$ cat config.mk
export PLATFORM = sky130hd
export DESIGN_NAME = histogram_readout
export DESIGN_NICKNAME = d
export VERILOG_FILES = /design/src/rtl/histogram_readout.sv
export SDC_FILE = /design/constraint.sdc
export NUM_CORES = 1
export LEC_CHECK = 0
export CAP_MARGIN = 40
export CORE_ASPECT_RATIO = 1.1
export CORE_UTILIZATION = 45
export CTS_BUF_LIST = sky130_fd_sc_hd__clkbuf_8
export CTS_CLUSTER_SIZE = 10
export DETAILED_ROUTE_END_ITERATION = 6
export DONT_BUFFER_PORTS = 1
export GPL_ROUTABILITY_DRIVEN = 0
export PLACE_DENSITY = 0.72
export SETUP_SLACK_MARGIN = 0.5
export SYNTH_ARGS = -nofsm -noshare
export SYNTH_HDL_FRONTEND = slang
export SYNTH_SLANG_ARGS = --single-unit
$ cat constraint.sdc
create_clock -name Clock -period 3.1 [get_ports Clock]
set_input_delay 0.465 -clock Clock [delete_from_list [all_inputs] [get_ports Clock]]
set_output_delay 0.465 -clock Clock [all_outputs]
set_load 0.005 [all_outputs]
$ cat src/rtl/histogram_readout.sv
`default_nettype none
// ============================================================================
// Module   : histogram_readout
// Purpose  : Drains the histogram RAM as a header/bins/checksum word stream,
//            optionally zeroing each bin behind the read.
// Revision : 1.0
// ============================================================================
module histogram_readout #(
    parameter int          NUM_BINS      = 1024,
    parameter int          ADDR_W        = 10,
    parameter int          DATA_W        = 32,
    parameter bit          CLEAR_ON_READ = 1'b1,
    parameter logic [7:0]  HDR_TAG       = 8'hA5
) (
    input  logic              Clock,
    input  logic              Reset_n,
    input  logic              Start,
    output logic              Busy,
    output logic              Done,
    output logic              RamOwn,
    output logic [ADDR_W-1:0] RdAddress,
    input  logic [DATA_W-1:0] Q,
    output logic [ADDR_W-1:0] WrAddress,
    output logic [DATA_W-1:0] Data,
    output logic              WE,
    output logic              WrClockEn,
    output logic [DATA_W-1:0] OutData,
    output logic              OutValid,
    input  logic              OutReady,
    output logic              OutFirst,
    output logic              OutLast
);

    typedef enum logic [2:0] {
        S_IDLE = 3'd0,
        S_HDR  = 3'd1,
        S_BINS = 3'd2,
        S_TRL  = 3'd3,
        S_DONE = 3'd4
    } state_t;

    localparam logic [15:0]     c_BIN_COUNT = 16'(NUM_BINS);
    localparam logic [ADDR_W:0] c_BIN_LIMIT = (ADDR_W+1)'(NUM_BINS);

    state_t            r_state;
    state_t            w_nextState;
    logic [ADDR_W:0]   r_rdCnt;
    logic [ADDR_W-1:0] r_capAddr;
    logic              r_inFlight;
    logic [DATA_W-1:0] r_buf [2];
    logic              r_wrPtr;
    logic              r_rdPtr;
    logic [1:0]        r_count;
    logic [DATA_W-1:0] r_checksum;
    logic [7:0]        r_frameId;

    logic              w_accept;
    logic              w_pop;
    logic              w_issue;
    logic              w_clear;
    logic [2:0]        w_occupancy;
    logic [DATA_W-1:0] w_header;

    assign w_accept    = (r_state == S_IDLE) && Start;
    assign w_pop       = (r_state == S_BINS) && (r_count != 2'd0) && OutReady;
    // Occupancy after this cycle's pop; a new read may fill the freed slot.
    assign w_occupancy = 3'(r_count) + 3'(r_inFlight) - 3'(w_pop);
    assign w_issue     = (r_state == S_BINS) && (r_rdCnt < c_BIN_LIMIT) && (w_occupancy < 3'd2);
    assign w_clear     = r_inFlight && CLEAR_ON_READ;
    assign w_header    = DATA_W'({HDR_TAG, r_frameId, c_BIN_COUNT});

    assign RdAddress = r_rdCnt[ADDR_W-1:0];
    assign WrAddress = r_capAddr;
    assign Data      = '0;
    assign WE        = w_clear;
    assign WrClockEn = w_issue || w_clear;

    always_ff @(posedge Clock or negedge Reset_n) begin
        if (!Reset_n) begin
            r_state <= S_IDLE;
        end else begin
            r_state <= w_nextState;
        end
    end

    always_comb begin
        w_nextState = r_state;
        Busy        = 1'b0;
        RamOwn      = 1'b0;
        Done        = 1'b0;
        OutValid    = 1'b0;
        OutData     = '0;
        OutFirst    = 1'b0;
        OutLast     = 1'b0;
        case (r_state)
            S_IDLE: begin
                if (Start) w_nextState = S_HDR;
            end
            S_HDR: begin
                Busy     = 1'b1;
                RamOwn   = 1'b1;
                OutValid = 1'b1;
                OutFirst = 1'b1;
                OutData  = w_header;
                if (OutReady) w_nextState = S_BINS;
            end
            S_BINS: begin
                Busy     = 1'b1;
                RamOwn   = 1'b1;
                OutValid = (r_count != 2'd0);
                OutData  = r_buf[r_rdPtr];
                // Last bin leaves when every read is issued, none pending, one left.
                if (w_pop && (r_count == 2'd1) && !r_inFlight && (r_rdCnt == c_BIN_LIMIT))
                    w_nextState = S_TRL;
            end
            S_TRL: begin
                Busy     = 1'b1;
                RamOwn   = 1'b1;
                OutValid = 1'b1;
                OutLast  = 1'b1;
                OutData  = r_checksum;
                if (OutReady) w_nextState = S_DONE;
            end
            S_DONE: begin
                Done        = 1'b1;
                w_nextState = S_IDLE;
            end
            default: w_nextState = S_IDLE;
        endcase
    end

    always_ff @(posedge Clock or negedge Reset_n) begin
        if (!Reset_n) begin
            r_rdCnt    <= '0;
            r_capAddr  <= '0;
            r_inFlight <= 1'b0;
            r_buf      <= '{default: '0};
            r_wrPtr    <= 1'b0;
            r_rdPtr    <= 1'b0;
            r_count    <= 2'd0;
            r_checksum <= '0;
            r_frameId  <= 8'd0;
        end else begin
            if (w_accept) begin
                r_rdCnt    <= '0;
                r_inFlight <= 1'b0;
                r_wrPtr    <= 1'b0;
                r_rdPtr    <= 1'b0;
                r_count    <= 2'd0;
                r_checksum <= '0;
            end else begin
                r_inFlight <= w_issue;
                if (w_issue) begin
                    r_capAddr <= RdAddress;
                    r_rdCnt   <= r_rdCnt + 1'b1;
                end
                if (r_inFlight) begin
                    r_buf[r_wrPtr] <= Q;
                    r_wrPtr        <= ~r_wrPtr;
                    r_checksum     <= r_checksum + Q;
                end
                if (w_pop) r_rdPtr <= ~r_rdPtr;
                r_count <= r_count + 2'(r_inFlight) - 2'(w_pop);
            end
            if (r_state == S_DONE) r_frameId <= r_frameId + 8'd1;
        end
    end

endmodule
`default_nettype wire

# --- Word level (Yosys, flattened, before mapping) ---
# Cells that the tools add are included.
word_totals:
  ff_bits: 133
  output_inout_bits: 92
  elab_cells: 86
classes:
  add_sub_neg: 7
  n_lt_le_gt_ge: 5
  eq_ne: 10
  n_mux: 27
  bitwise: 5
  n_reduce_logical: 21
ops:
  columns: ["op", "n"]
  rows:
  - ["$mux W32", 6]
  - ["$pmux W32 S3", 1]
  - ["$bwmux W64", 1]
  - ["$add A32 B32 Y32", 1]
  - ["$demux W32 S1", 1]
  - ["$mux W11", 2]
  - ["$mux W3", 4]
  - ["$pmux W3 S4", 1]
  - ["$add A11 B1 Y11 const B", 1]
  - ["$eq A11 B11 Y1 const B", 1]
  - ["$lt A11 B11 Y1 const B", 1]
  - ["$logic_and A1 B1 Y1", 9]
  - ["$mux W1", 9]
  - ["$add A8 B1 Y8 const B", 1]
  - ["$reduce_bool A2 Y1", 4]
  - ["$eq A3 B2 Y1 const B", 2]
  - ["$ne A2 B2 Y1 const B", 3]
  - ["$ge A2 B2 Y1 const B", 2]
  - ["$not A1 Y2", 2]
  - ["$reduce_and A2 Y1", 2]
  - ["$reduce_and A4 Y1", 1]
  - ["$add A2 B1 Y3", 1]
  - ["$eq A3 B1 Y1 const B", 1]
  - ["$eq A3 B3 Y1 const B", 1]
  - ["other kinds (15)", 17]

# --- Depth between registers and ports, before layout ---
logic_depth:
  ltp_word: 8
  ltp_mapped: 16
  mapped_depth_nobuf: 14

# --- Worst setup path after synthesis ---
# No wires, ideal clock.
synth_path:
  path_kind: "flip-flop to flip-flop"
  start: "register r_state[2]"
  end: "register r_rdCnt[5]"
  setup_ps: 78
  arrival_ps: 3150
  setup_slack_ps: -128
  path_stages_with_launch: 13
  path_buffers: 1
  period_less_slack_ps: 3228
  cell_sequence: "dfrtp_1 > nor2_1 > nand2_1 > or4_1 > nand2_1 > ha_1 > fa_1 > or4_1 > clkbuf_1 > inv_1 > nand4_1 > or3_1 > a21oi_1"
synth_between:
  elab_chain_cells: 7
  word_cells_on_any_way: 11
synth_lines:
  columns: ["item", "line", "source"]
  rows:
  - ["start: declaration", "45", "state_t r_state;"]
  - ["start signal: assignment", "82", "r_state <= w_nextState;"]
  - ["$eq A3 B2 Y1", "65, 68", null]
  - ["$logic_and A1 B1 Y1 (2 in a row)", "65", "assign w_pop = (r_state == S_BINS) && (r_count != 2'd0) && OutReady;"]
  - ["$sub A3 B1 Y3", "67", "assign w_occupancy = 3'(r_count) + 3'(r_inFlight) - 3'(w_pop);"]
  - ["$lt A3 B2 Y1", "68", "assign w_issue = (r_state == S_BINS) && (r_rdCnt < c_BIN_LIMIT) && (w_occupancy < 3'd2);"]
  - ["$logic_and A1 B1 Y1", "68", null]
  - ["$reduce_bool A2 Y1 (no line)", null, null]
  - ["end signal: assignment", "155", "r_rdCnt <= r_rdCnt + 1'b1;"]
  - ["end: declaration", "47", "logic [ADDR_W:0] r_rdCnt;"]
# Several ways; a longest one is shown, not always the timed one.
# A chain may end at the register's enable or synchronous reset.

# --- Worst setup path in the final report ---
layout_path:
  start: "register r_state[0]"
  end: "output port WrClockEn"
layout_between:
  elab_chain_cells: 7
  word_cells_on_any_way: 8
layout_lines:
  columns: ["item", "line", "source"]
  rows:
  - ["$eq A3 B2 Y1 (*)", "65, 68", null]
  - ["$logic_and A1 B1 Y1 (2 in a row)", "65", null]
  - ["$sub A3 B1 Y3", "67", null]
  - ["$lt A3 B2 Y1", "68", null]
  - ["$logic_and A1 B1 Y1 (*)", "68", null]
  - ["$logic_or A1 B1 Y1 (*)", "76", "assign WrClockEn = w_issue || w_clear;"]
  - ["end: declaration", "26", "output logic WrClockEn,"]
# Every way passes the cells marked *; elsewhere a longest branch is shown, timed or not.

==> impl_metrics.py <==
metrics = {
    "outcome": {
        "status": "finished with violations",
        "violations": "hold timing, setup timing",
    },
    "sta": {
        "setup_viol": 9,
        "worst_pin_slew_ps": 696,
        "worst_clock_skew_ps": 14.1,
        "layout_setup_ws_ps": -213,
        "drv_slew": 0,
        "whs_ps": -315,
        "grt_setup_unrepaired": "true",
        "post-route-period-util_pct": 107,
        "fin_crit_ps": 3310,
        "slew_headroom_pct": 53.6,
        "max_freq_mhz": 302,
        "hold_viol": 133,
    },
    "placed_design": {
        "hpwlAfterDp_um": 12900,
        "portBuffers": 0,
        "post-place-ws_ps": -135,
        "dpl_cell_area_um2": 8410,
    },
    "power": {
        "clkPwrFrac_pct": 14.4,
        "power_frac_seq_pct": 29.3,
        "pwr_density_cell_nw_per_um2": 1060,
        "switching_power_uw": 4110,
        "p_leak_uw": 0.00438,
        "p_int_uw": 6100,
        "worst_ir_drop_vdd_v": 0.000422,
        "combPwrFrac_pct": 56.3,
        "swShare_pct": 40.2,
    },
    "floorplanning": {
        "io_pins": 128,
        "die_h_um": 143,
        "core-area_um2": 17700,
        "dieArea_um2": 18600,
        "rows": 51,
        "start_util_pct": 46.0,
        "fp.dieW_um": 130,
    },
    "global_routing": {
        "antenna_found_initial": 0,
        "grt_pass1_vias": 5913,
        "grt_overflow": 0,
        "grt_usage_pct": 21.5,
        "grt_max_degree": 134,
        "grt_pass1_wl_um": 31100,
    },
    "logic_synthesis": {
        "synthArstFlopShare_pct": 100,
        "syn_avg_cell_area_um2": 9.99,
        "yosys.area.top_type": "dfrtp_1",
        "synth-main-ff-cell": "dfrtp_1",
        "yosys_warnings": 0,
        "yosysUniqueCellTypes": 57,
        "synth_top_area_share_pct": 41.0,
        "synth_seq_area_share_pct": 41.0,
        "synth_edf_count": 0,
        "synth_seq_cells": 133,
        "yosys-top-cells-area": "dfrtp_1 41%, mux2_2 9.8%, mux2i_1 6.7%",
        "synthesis.area_um2": 8120,
        "synth_cells": 813,
    },
    "cells_and_area": {
        "drive_gt1_share_pct": 28.7,
        "num_antenna_cells": 0,
        "nets": 924,
        "syn2layout_area_growth_pct": 18.2,
        "final_cell_area_um2": 9600,
    },
    "drt": {
        "dr.pass1.iters": 7,
        "drcViolationCount": 0,
        "route.vias.total": 6117,
        "drt_iter0_drc": 441,
        "ant_nets": 0,
        "wire_per_inst_um": 17.7,
        "wl_um": 19500,
        "routed_via_density": 5.56,
    },
    "clocking": {
        "clock-sinks": 133,
        "clock_path_buffers": 2,
        "root_buffer": "clkbuf_8",
        "clk_latency_ps": 460,
        "clk_pin_slew_ps": 80,
        "htreeDepth": 4,
        "cts_tree": "yes",
        "numCtsBuffers": 17,
    },
    "setup_path": {
        "startpoint_type": "flop",
        "endpoint_kind": "primary output",
        "arrival_ps": 2850,
        "worstPathMaxFanout": 2,
        "crit_required_ps": 2630,
        "crit_type": "reg2out",
    },
    "job": {
        "cap_violations": 0,
    },
    "min_path": {
        "hp-class": "in2async",
    },
}
final cells by class:
cell class,count,area (um^2)
clock buffer,19,262
multi-input combinational,610,4790
timing repair buffer,76,728
sequential,133,3330
clock inverter,12,133
tap,238,298
fill,1514,8080
inverter,13,57.6
state kept, by name (all words and copies together) (netlist names):
| register | flops |
|---|---|
| WrAddress | 10 |
| r_wrPtr | 1 |
| r_rdCnt | 11 |
| r_checksum | 32 |
| r_count | 2 |
| r_frameId | 8 |
| WE | 1 |
| r_state | 3 |
| r_buf | 64 |
| r_rdPtr | 1 |
metal layers:
layer / GRT usage (%) / up-vias / share of wire [%]
met2: 33.3 / 184 / 47
met3: 6.33 / 29 / 6.8
met5: 0 / - / 0
met1: 28.5 / 3015 / 45
met4: 7.65 / 0 / 1.9
li1: - / 2889 / -
placed cells by master (no fill, tap or decap), types with 7 or more instances in the layout:
master / n
xor2_1: 17
nand3_1: 9
a21oi_1: 30
buf_6: 26
inv_1: 12
o22ai_1: 8
dfrtp_1: 131
clkbuf_8: 19
nor3_1: 9
mux2_2: 70
buf_4: 44
nand4_1: 11
o21ai_0: 33
nand2_2: 9
ha_1: 29
nand2_1: 61
and3_1: 9
and2_1: 7
nor2b_1: 12
nor2_1: 49
mux2i_1: 54
xnor2_1: 20
a21o_1: 28
conb_1: 32
worst paths after layout:
path	slack [ps]	startpoint	cells past startpoint	end
min in group Clock	120	OutReady	1	r_state[0]
worst min-delay path	-310	Reset_n	0	WrAddress[4]
worst max-delay path	-210	r_state[0]	9	WrClockEn
max in group asynchronous	3130	Reset_n	0	r_buf[16]
worst min register to register	480	r_frameId[7]	1	r_frameId[7]
worst max register to register	-130	r_state[0]	15	r_rdCnt[3]
stage by stage:
stage	cells	utilization [%]	total power, uW	setup TNS, ps	hold WS [ps]
5_1_grt	1101	54.3	10900	-2060	-335
3_5_place_dp	1026	47.6	7570	-335	171
6_report	1101	54.3	10200	-687	-315
4_1_cts	1081	52.4	9720	-513	-329
3_3_place_gp	1026	47.6	7460	-180	171
2_1_floorplan	844	-	6510	0	169
power by group through the flow:
stage,Combinational [uW],Sequential (uW),Clock (uW)
3_3_place_gp,4480,2980,0
3_5_place_dp,4560,3010,0
4_1_cts,5250,2980,1490
5_1_grt,6270,3090,1550
6_report,5750,2990,1470
2_1_floorplan,3670,2840,0
what timing repair did:
item,in CTS,in global routing
pin swaps,39,38
endpoints found under the hold margin,133,133
cloned,0,1
endpoints found under the setup margin,45,61
buffers inserted,24,19
gates resized for setup,63,44
kinds of logic after synthesis:
| group | after synthesis | synth area share [%] |
|---|---|---|
| other | 1 | 0.0462 |
| muxes | 125 | 16.5 |
| xor gates and xnor gates | 42 | 4.53 |
| AOI/OAI and AO/OA | 160 | 12.7 |
| DFF | 133 | 41.0 |
| adders and majority gates | 37 | 5.88 |
| and+or+nand+nor | 214 | 12.7 |
| buffers and inverters | 101 | 6.65 |
critical path, cell delays in order, from the launching register on:
cell	delay, ps
dfrtp_1	390
nor2_2	140
nand2_2	80
or4_4	460
nand2_4	80
ha_4	130
fa_2	450
or4_4	450
buf_8	150
nand2b_4	60
Yosys cell counts (all sizes together), types with 13 or more instances:
cell type,number
nor2,53
nand2,73
xor2,19
mux2,71
o21ai,48
nand3,13
dfrtp,133
ha,35
a21o,28
mux2i,54
inv,13
a21oi,36
clkbuf,36
xnor2,23
buf,52
Power figures use the tool's default switching activity.
